`src/rtl/sonic_arb_pkg.sv`:
```
// Shared types and helpers for the sonic sensor arbiter: state encoding and width derivation.
package sonic_arb_pkg;

    localparam logic [2:0] ST_IDLE      = 3'd0;
    localparam logic [2:0] ST_ISSUE     = 3'd1;
    localparam logic [2:0] ST_WAIT_BUSY = 3'd2;
    localparam logic [2:0] ST_WAIT_DONE = 3'd3;
    localparam logic [2:0] ST_RESP      = 3'd4;
    localparam logic [2:0] ST_GUARD     = 3'd5;

    typedef enum logic [2:0] {
        S_IDLE      = ST_IDLE,
        S_ISSUE     = ST_ISSUE,
        S_WAIT_BUSY = ST_WAIT_BUSY,
        S_WAIT_DONE = ST_WAIT_DONE,
        S_RESP      = ST_RESP,
        S_GUARD     = ST_GUARD
    } arb_state_t;

    function automatic int arb_clog2(input int value);
        int r;
        r = 0;
        while ((1 << r) < value) r++;
        return r;
    endfunction

    // Minimum of one bit so degenerate counts still give a legal vector.
    function automatic int id_width(input int n);
        return (n < 2) ? 1 : arb_clog2(n);
    endfunction

endpackage

```
`src/rtl/sonic_rr_pick.sv`:
```
// Combinational round-robin picker: first set request at or after ptr, wrapping past NUM_REQ-1.
module sonic_rr_pick
    import sonic_arb_pkg::*;
#(
    parameter int NUM_REQ = 4,
    parameter int ID_W    = id_width(NUM_REQ)
) (
    input  logic [NUM_REQ-1:0] req,
    input  logic [ID_W-1:0]    ptr,
    output logic               valid,
    output logic [ID_W-1:0]    winner
);

    logic [NUM_REQ-1:0] rot;
    logic [ID_W:0]      sum;

    always_comb begin
        rot   = NUM_REQ'({req, req} >> ptr);
        valid = |req;
        sum   = '0;
        // Descending scan so the lowest rotated offset wins.
        for (int i = NUM_REQ - 1; i >= 0; i--) begin
            if (rot[i]) sum = (ID_W + 1)'(i);
        end
        sum = sum + {1'b0, ptr};
        if (sum >= (ID_W + 1)'(NUM_REQ)) sum = sum - (ID_W + 1)'(NUM_REQ);
        winner = sum[ID_W-1:0];
    end

endmodule

```
`src/rtl/sonic_sensor_arbiter.sv`:
```
// Round-robin arbiter sharing one sonic sensor among NUM_REQ requesters, with echo-decay guard.
// Optional watchdog on the sensor wait phase: define SONIC_ARB_TIMEOUT_EN.
//
//  state     | meaning
//  IDLE      | no measurement; arbitrate req_in
//  ISSUE     | one-cycle sens_req pulse to the sensor
//  WAIT_BUSY | waiting for the sensor to raise busy (or finish directly)
//  WAIT_DONE | sensor busy; waiting for finish
//  RESP      | ack_out pulse with rsp_* valid; advance RR pointer
//  GUARD     | echo-decay gap; requests ignored
module sonic_sensor_arbiter
    import sonic_arb_pkg::*;
#(
    parameter int NUM_REQ     = 4,
    parameter int DATA_W      = 32,
    parameter int GAP_CYC     = 16,
    parameter int TIMEOUT_CYC = 1000000,
    localparam int ID_W       = id_width(NUM_REQ)
) (
    input  logic               clk,
    input  logic               rst,
    input  logic [NUM_REQ-1:0] req_in,
    output logic [NUM_REQ-1:0] ack_out,
    output logic [DATA_W-1:0]  rsp_data,
    output logic [ID_W-1:0]    rsp_id,
    output logic               rsp_err,
    output logic               sens_req,
    input  logic               sens_busy,
    input  logic               sens_finish,
    input  logic [DATA_W-1:0]  sens_data,
    output logic               active
);

    localparam int                 GAP_W    = id_width(GAP_CYC);
    localparam logic [GAP_W-1:0]   GAP_LOAD = (GAP_CYC > 0) ? GAP_W'(GAP_CYC - 1) : '0;
    localparam logic [NUM_REQ-1:0] ACK_ONE  = NUM_REQ'(1);

    arb_state_t       state;
    logic [ID_W-1:0]  ptr;
    logic [ID_W-1:0]  grant_id;
    logic [GAP_W-1:0] gap_cnt;
    logic             pick_valid;
    logic [ID_W-1:0]  pick_id;

`ifdef SONIC_ARB_TIMEOUT_EN
    localparam int                WD_W    = id_width(TIMEOUT_CYC);
    localparam logic [WD_W-1:0]   WD_LOAD = WD_W'(TIMEOUT_CYC - 1);
    logic [WD_W-1:0]              wdog;
`else
    assign rsp_err = 1'b0;
`endif

    sonic_rr_pick #(
        .NUM_REQ (NUM_REQ),
        .ID_W    (ID_W)
    ) u_pick (
        .req    (req_in),
        .ptr    (ptr),
        .valid  (pick_valid),
        .winner (pick_id)
    );

    always_ff @(posedge clk) begin
        if (rst) begin
            state    <= S_IDLE;
            ptr      <= '0;
            grant_id <= '0;
            gap_cnt  <= '0;
            ack_out  <= '0;
            rsp_data <= '0;
            rsp_id   <= '0;
            sens_req <= 1'b0;
            active   <= 1'b0;
`ifdef SONIC_ARB_TIMEOUT_EN
            rsp_err  <= 1'b0;
            wdog     <= '0;
`endif
        end else begin
            ack_out  <= '0;
            sens_req <= 1'b0;
            case (state)
                S_IDLE: begin
                    if (pick_valid) begin
                        grant_id <= pick_id;
                        sens_req <= 1'b1;
                        active   <= 1'b1;
                        state    <= S_ISSUE;
`ifdef SONIC_ARB_TIMEOUT_EN
                        // Down-counter runs from ISSUE so terminal count lands TIMEOUT_CYC after the trigger.
                        wdog     <= WD_LOAD;
`endif
                    end
                end
                S_ISSUE: begin
                    state <= S_WAIT_BUSY;
`ifdef SONIC_ARB_TIMEOUT_EN
                    if (wdog != '0) wdog <= wdog - 1'b1;
`endif
                end
                S_WAIT_BUSY, S_WAIT_DONE: begin
                    if (sens_finish && !sens_busy) begin
                        state    <= S_RESP;
                        ack_out  <= ACK_ONE << grant_id;
                        rsp_id   <= grant_id;
                        rsp_data <= sens_data;
`ifdef SONIC_ARB_TIMEOUT_EN
                        rsp_err  <= 1'b0;
`endif
                    end
`ifdef SONIC_ARB_TIMEOUT_EN
                    else if (wdog == '0) begin
                        state    <= S_RESP;
                        ack_out  <= ACK_ONE << grant_id;
                        rsp_id   <= grant_id;
                        rsp_data <= '0;
                        rsp_err  <= 1'b1;
                    end
`endif
                    else if (state == S_WAIT_BUSY && sens_busy) begin
                        state <= S_WAIT_DONE;
                    end
`ifdef SONIC_ARB_TIMEOUT_EN
                    if (wdog != '0) wdog <= wdog - 1'b1;
`endif
                end
                S_RESP: begin
                    ptr <= (grant_id == ID_W'(NUM_REQ - 1)) ? '0 : grant_id + 1'b1;
                    if (GAP_CYC > 0) begin
                        state   <= S_GUARD;
                        gap_cnt <= GAP_LOAD;
                    end else begin
                        state  <= S_IDLE;
                        active <= 1'b0;
                    end
                end
                S_GUARD: begin
                    if (gap_cnt == '0) begin
                        state  <= S_IDLE;
                        active <= 1'b0;
                    end else begin
                        gap_cnt <= gap_cnt - 1'b1;
                    end
                end
                default: begin
                    state  <= S_IDLE;
                    active <= 1'b0;
                end
            endcase
        end
    end

endmodule

```
`config.mk`:
```
export PLATFORM = sky130hd
export DESIGN_NAME = sonic_sensor_arbiter
export DESIGN_NICKNAME = d
export VERILOG_FILES = /design/src/rtl/sonic_arb_pkg.sv /design/src/rtl/sonic_rr_pick.sv /design/src/rtl/sonic_sensor_arbiter.sv
export SDC_FILE = /design/constraint.sdc
export NUM_CORES = 1
export LEC_CHECK = 0
export CORE_MARGIN = 3
export CORE_UTILIZATION = 30
export CTS_BUF_LIST = sky130_fd_sc_hd__clkbuf_8
export DETAILED_ROUTE_END_ITERATION = 16
export GPL_ROUTABILITY_DRIVEN = 0
export HOLD_SLACK_MARGIN = 0.03
export PLACE_DENSITY = 0.64
export SYNTH_ARGS = -nofsm -noshare
export SYNTH_HDL_FRONTEND = slang
export SYNTH_SLANG_ARGS = --single-unit
```
`constraint.sdc`:
```
create_clock -name clk -period 5 [get_ports clk]
set_input_delay 0.75 -clock clk [delete_from_list [all_inputs] [get_ports clk]]
set_output_delay 0.75 -clock clk [all_outputs]
set_load 0.005 [all_outputs]
```
==> metrics.md, run 1 <==
| Metric | Value |
|---|---|
| Synthesized instance count | `250` |
| Placed wire-length estimate | `3470 um` |
| Setup repair bufs after CTS | `0` |
| Mapped cell area | `2040 um^2` |
| Yosys Warn Count | `0` |
| Max-cap violations | `0` |
| Max Clk Rate | `421 MHz` |
| Total track usage | `12.8%` |
| CP startpoint kind | `input port` |
| Skew final | `5.45 ps` |
| Sw Ratio | `23.3%` |
| Hold path cells | `2` |
| DRT Wirelength | `4940 um` |
| Net load switching power | `0.193 mW` |
| CTS clk-pin slew, worst paths | `80 ps` |
| VDD IR max | `108 uV` |
| Min-Delay Path Class | `reg2reg` |
| Clock Tree Root | `clkbuf_8` |
| Row count | `29` |
| Tot Pwr | `0.828 mW` |
| Vias in the first global route | `1795` |
| Crit end category | `flop` |
| Top cells by area, synth | `dfxtp_1 (50%), nand2_1 (13%), a21oi_1 (9.8%)` |
| # hold bufs at CTS | `0` |
| Fin crit period | `2370 ps` |
| CP Buf/Inv Count | `1` |
| Final WS setup | `2630 ps` |
| Die Span X | `88.4 um` |
| Pin count of the biggest net entering global routing | `52` |
| Setup total negative slack | `0 ps` |
| Inserted Diodes | `0` |
| Layout cells sized above 1 | `4.38%` |
| Outcome | `finished, final reports clean` |
| Post-route clock period utilization | `47.5%` |
| Worst reg2reg path depth | `5` |
| Crit path depth | `7` |
| Initial antenna violation count | `0` |
| Slew headroom | `38.7%` |
| Residual DRC | `0` |
| Num CTS Buffers | `5` |
| Routed via count | `1892` |
| Total iterations of the first detailed-routing run | `4` |
| Post-Syn Nets | `293` |
| Fin cells | `397` |
| CTS tree | `yes` |
| Starting Density | `31.6%` |
| Design Area, Final | `2950 um^2` |
| Top delay family on crit path | `simple AND/OR/NAND/NOR gates` |
| Maximum number of buffers from clock root to sink | `2` |
| Nets | `363` |
| Critical Path, Cell by Cell | `clkdlybuf4s50_1 -> or4_1 -> o211ai_1 -> ha_1 -> xnor2_1 -> xnor2_1 -> a211oi_1` |
| Leakage power | `1.01 nW` |
| Clk sinks | `51` |
| WP data required | `5220 ps` |
| First-pass GRT wire length | `7980 um` |
| Clock power frac | `32.8%` |
| Clk_lat worst skew | `300 ps` |
| Endpoints failing setup | `0` |
| Unrepaired setup endpoints after global routing | `no` |
| Arr. time, crit path | `2590 ps` |
| Starting DRT DRC Count | `89` |
| Area growth from synthesis to layout | `44.8%` |
| Slowest cell on crit path | `or4_1` |
| Slew @ Worst Pin | `919 ps` |
| Mean post-synth cell area | `8.15 um^2` |
| # resized after CTS | `0` |
| Most frequent cells in the layout | `clkdlybuf4s50_1 (78), nand2_1 (71), dfxtp_1 (51)` |
| FILL cells | `639` |
| Synth top area share | `50.1%` |
| Most frequent CP cell | `xnor2_1` |
| Die height | `88.4 um` |
| Core footprint | `6460 um^2` |
| PwrDens | `281 nW/um^2` |
| Combinational power share | `14.1%` |
| Sequential share of power | `53.1%` |
| Die area | `7820 um^2` |
| Port Buf Inserts | `79` |
| I/O Pins | `81` |
| Commonest non-fill, non-tap cell in the layout | `clkdlybuf4s50_1` |
| Final Hold Fails | `0` |
| Crit path kind | `in2reg` |
| DP Area | `2850 um^2` |
| Worst-path maximum fanout | `9` |
| Placed instance count | `390` |
| Vias per inst | `4.77` |
| Crit path largest cell delay | `550 ps` |
| CTS H-tree lvls | `2` |
| WL/cell | `12.4 um` |
| Pre-CTS setup slack | `2280 ps` |
| Synth area leader | `dfxtp_1` |
| Max Slew Vio Count | `0` |
| Post-synth cell types | `37` |
| Post-DRT Antenna Nets | `0` |
| Internal | `0.635 mW` |
| Sequential-to-total area share from yosys stat | `50.1%` |
| Grt ovf | `0` |
| Synthesis-stage register bit count | `51` |
[path summary, 6_finish.rpt]
| kind | startpoint | endpoint | slack (ps) |
|---|---|---|---|
| max | req_in[2] | grant_id[1] | 2630 |
| min | rsp_id[0] | rsp_id[0] | 460 |
| max reg2reg | state[1] | rsp_id[1] | 3170 |
| min reg2reg | rsp_id[0] | rsp_id[0] | 460 |
[synth_stat cells]
| cell type | n |
|---|---|
| nand2_1 | 71 |
| dfxtp_1 | 51 |
| a21oi_1 | 40 |
| nor2_1 | 12 |
| buf_2 | 9 |
| clkbuf_1 | 7 |
| inv_1 | 6 |
| nand2b_1 | 4 |
| a211oi_1 | 3 |
| a311oi_1 | 3 |
| ha_1 | 3 |
| nor3_1 | 3 |
| nor4_1 | 3 |
| o21ai_0 | 3 |
| xnor2_1 | 3 |
| and3_2 | 2 |
| buf_4 | 2 |
| nand3_1 | 2 |
| nor4b_1 | 2 |
| o211ai_1 | 2 |
| o32ai_1 | 2 |
| or4_1 | 2 |
| a2111oi_0 | 1 |
| a21boi_0 | 1 |
| a31oi_1 | 1 |
| a32oi_1 | 1 |
| and2_1 | 1 |
| and2b_2 | 1 |
| and3b_2 | 1 |
| and4b_1 | 1 |
| conb_1 | 1 |
| mux2i_1 | 1 |
| nor2b_1 | 1 |
| nor3b_1 | 1 |
| o21a_1 | 1 |
| o21ai_2 | 1 |
| o311a_1 | 1 |
[metal layers]
metal,routed length (um),up-vias,global-route usage [%],share of wire [%]
met5,0,-,0,0
met4,61,0,4.53,1.2
met3,383,7,3.45,7.8
met2,2310,61,20.5,47
met1,2190,839,16.5,44
li1,-,985,-,-
[area by class of cell]
cell class | instances | area [um^2] | share of cell area, %
flip-flops and latches | 51 | 1020 | 34.6
multi-input cells | 175 | 908 | 30.8
well taps | 77 | 96.3 | 3.26
clock buffers | 5 | 68.8 | 2.33
repair buffers | 81 | 801 | 27.1
clock inverters | 2 | 33.8 | 1.14
inverters | 6 | 22.5 | 0.763
[sequential cells by signal (all words and copies together) (netlist names)]
| signal | flops |
|---|---|
| ack_out | 4 |
| active | 1 |
| gap_cnt | 4 |
| grant_id | 2 |
| ptr | 2 |
| rsp_data | 32 |
| rsp_id | 2 |
| sens_req | 1 |
| state | 3 |
[per-stage QoR]
step | util (%) | hold slack, ps
finish | 45.7 | 456
global route | 45.7 | 480
CTS | 45.7 | 460
detailed placement | 44.1 | 447
global placement | 44.1 | 440
floorplan | - | 425
[logic make-up after synthesis]
family          after synthesis  share of synthesized area [%]
compound gates               60                           17.4
buf+inv                      24                           5.34
flops                        51                           50.1
mux                           1                          0.491
xor+xnor                      3                           1.29
fa+ha+maj                     3                           1.84
simple gates                107                           23.4
other cells                   1                          0.184
[power by group through the flow]
stage,clock [mW],sequential [mW],combinational (mW)
2_1_floorplan,0,0.446,0.0563
3_3_place_gp,0,0.449,0.117
3_5_place_dp,0,0.449,0.117
4_1_cts,0.284,0.440,0.118
5_1_grt,0.296,0.443,0.131
6_report,0.271,0.440,0.117
[worst min-delay path, cell delays in order, from the launching register on]
cell,delay [ps]
dfxtp_1,310
nand2_1,50
a21oi_1,50
Power figures use the tool's default switching activity.
==> run 2: changes to the inputs <==
--- a/config.mk
+++ b/config.mk
@@ -11,7 +11,7 @@
 export DETAILED_ROUTE_END_ITERATION = 16
 export GPL_ROUTABILITY_DRIVEN = 0
 export HOLD_SLACK_MARGIN = 0.03
-export PLACE_DENSITY = 0.64
+export PLACE_DENSITY = 0.66
 export SYNTH_ARGS = -nofsm -noshare
 export SYNTH_HDL_FRONTEND = slang
 export SYNTH_SLANG_ARGS = --single-unit
==> constraint.sdc (replaced) <==
create_clock -name clk -period 2.05 [get_ports clk]
set_input_delay 0.3075 -clock clk [delete_from_list [all_inputs] [get_ports clk]]
set_output_delay 0.3075 -clock clk [all_outputs]
set_load 0.005 [all_outputs]
==> run 2 against run 1 <==
Compared with the run above:
- design area increased by 3.2%
- critical path depth grew 1
- sequential share of layout area down 1.1 points
- via count up 3.0%
- non-clock buffer count grew 10
- critical endpoint unchanged
==> metrics.md, run 2 (synthesis gave the netlist of run 1 again) <==
| Metric | Value |
|---|---|
| Port Buf Inserts | `79` |
| Die area | `7820 um^2` |
| Crit end category | `flop` |
| Unrepaired setup endpoints after global routing | `no` |
| Area growth from synthesis to layout | `49.4%` |
| Placed instance count | `400` |
| Maximum number of buffers from clock root to sink | `2` |
| Slew @ Worst Pin | `648 ps` |
| Slowest cell on crit path | `clkdlybuf4s50_1` |
| Vias per inst | `4.78` |
| First-pass GRT wire length | `7920 um` |
| Max reg flops | `32` |
| Wire length on met1 | `2250 um` |
| Min-Delay Path Class | `reg2reg` |
| Total track usage | `12.7%` |
| # resized after CTS | `0` |
| Clk_lat worst skew | `310 ps` |
| Internal | `1.61 mW` |
| Sw Ratio | `24.0%` |
| Leakage power | `1.07 nW` |
| Setup total negative slack | `0 ps` |
| Placed wire-length estimate | `3580 um` |
| Clk sinks | `51` |
| Endpoints failing setup | `0` |
| Critical Path, Cell by Cell | `clkdlybuf4s50_1 -> nor2_1 -> or4_1 -> o211ai_1 -> ha_1 -> xnor2_1 -> xnor2_1 -> a211oi_1` |
| Total iterations of the first detailed-routing run | `4` |
| Residual DRC | `0` |
| Row count | `29` |
| Inserted Diodes | `0` |
| I/O Pins | `81` |
| WL/cell | `12.2 um` |
| Worst-path maximum fanout | `5` |
| Max Clk Rate | `554 MHz` |
| # hold bufs at CTS | `0` |
| Vias in the first global route | `1779` |
| Net load switching power | `0.508 mW` |
| Layout cells sized above 1 | `7.85%` |
| Starting Density | `31.6%` |
| Crit path kind | `in2reg` |
| Initial antenna violation count | `0` |
| Post-route clock period utilization | `88.0%` |
| Design Area, Final | `3050 um^2` |
| Die Span X | `88.4 um` |
| VDD IR max | `308 uV` |
| Pin count of the biggest net entering global routing | `38` |
| Max Slew Vio Count | `0` |
| Met3 wire len | `347 um` |
| Fin cells | `408` |
| Arr. time, crit path | `2030 ps` |
| Starting DRT DRC Count | `97` |
| FILL cells | `632` |
| CP Buf/Inv Count | `1` |
| Clock Tree Root | `clkbuf_8` |
| DRT Wirelength | `4970 um` |
| Slew headroom | `56.8%` |
| Grt ovf | `0` |
| CTS H-tree lvls | `2` |
| Setup repair bufs after CTS | `0` |
| Max-cap violations | `0` |
| CTS clk-pin slew, worst paths | `90 ps` |
| WP data required | `2280 ps` |
| PwrDens | `695 nW/um^2` |
| Met2 wire len | `2310 um` |
| Core footprint | `6460 um^2` |
| Fin crit period | `1800 ps` |
| Skew final | `5.40 ps` |
| Nets | `373` |
| Die height | `88.4 um` |
| Num CTS Buffers | `5` |
| CP startpoint kind | `input port` |
| Most frequent CP cell | `xnor2_1` |
| Reg with most FFs | `rsp_data` |
| Clock power frac | `35.3%` |
| Most frequent cells in the layout | `clkdlybuf4s50_1 (78), nand2_1 (71), dfxtp_1 (51)` |
| Crit path largest cell delay | `540 ps` |
| Outcome | `finished, final reports clean` |
| DP Area | `2920 um^2` |
| Fin Hold WS | `455 ps` |
| Combinational power share | `14.0%` |
| CTS tree | `yes` |
| Largest regs | `rsp_data x32, ack_out x4, gap_cnt x4` |
| Sequential share of power | `50.7%` |
| Final core occ | `47.2%` |
| Routed via count | `1949` |
| Commonest non-fill, non-tap cell in the layout | `clkdlybuf4s50_1` |
| Top delay family on crit path | `buffers and inverters` |
| Top layer in use | `met4` |
| Final Hold Fails | `0` |
| Post-DRT Antenna Nets | `0` |
[run 2: changes by cell type in the layout (fill, tap and decap cells not counted), sizes merged]
cell,before,now
clkbuf,5,6
buf,3,13
[run 2: metal layers]
layer / GRT usage (%) / vias up
met5: 0 / -
met3: 3.54 / 8
met1: 16.3 / 875
met2: 20.6 / 58
met4: 4.12 / 0
li1: - / 1008
[run 2: power groups by stage]
stage | clock, mW | combinational [mW] | sequential [mW]
floorplan | 0 | 0.137 | 1.09
global placement | 0 | 0.296 | 1.10
detailed placement | 0 | 0.299 | 1.10
CTS | 0.776 | 0.300 | 1.07
global route | 0.801 | 0.334 | 1.08
finish | 0.748 | 0.296 | 1.07
[run 2: area by class of cell]
type                    count  area (um^2)  share of cell area (%)
well taps                  77         96.3                    3.16
multi-input cells         175          908                    29.8
repair buffers             91          876                    28.8
flip-flops and latches     51         1020                    33.5
inverters                   6         22.5                   0.740
clock buffers               6         82.6                    2.71
clock inverters             2         38.8                    1.27
[run 2: final timing paths]
kind | start | end | slack, ps | cells past startpoint
setup reg to reg | ptr[0] | grant_id[1] | 280 | 6
setup / recovery | req_in[1] | grant_id[1] | 250 | 8
hold reg to reg | rsp_data[13] | rsp_data[13] | 460 | 2
hold / removal | rsp_data[13] | rsp_data[13] | 460 | 2
[run 2: tightest hold or removal path, delay by kind of cell (launching register included)]
| family | cells | cell delay (ps) |
|---|---|---|
| DFF | 1 | 320 |
| and+or+nand+nor | 1 | 50 |
| AOI/OAI and AO/OA | 1 | 50 |
[run 2: per-stage QoR]
stage / setup WS (ps) / power (mW)
detailed placement: -78.2 / 1.40
global placement: -50.7 / 1.39
finish: 246 / 2.12
CTS: 252 / 2.15
global route: 75.0 / 2.22
floorplan: 335 / 1.23
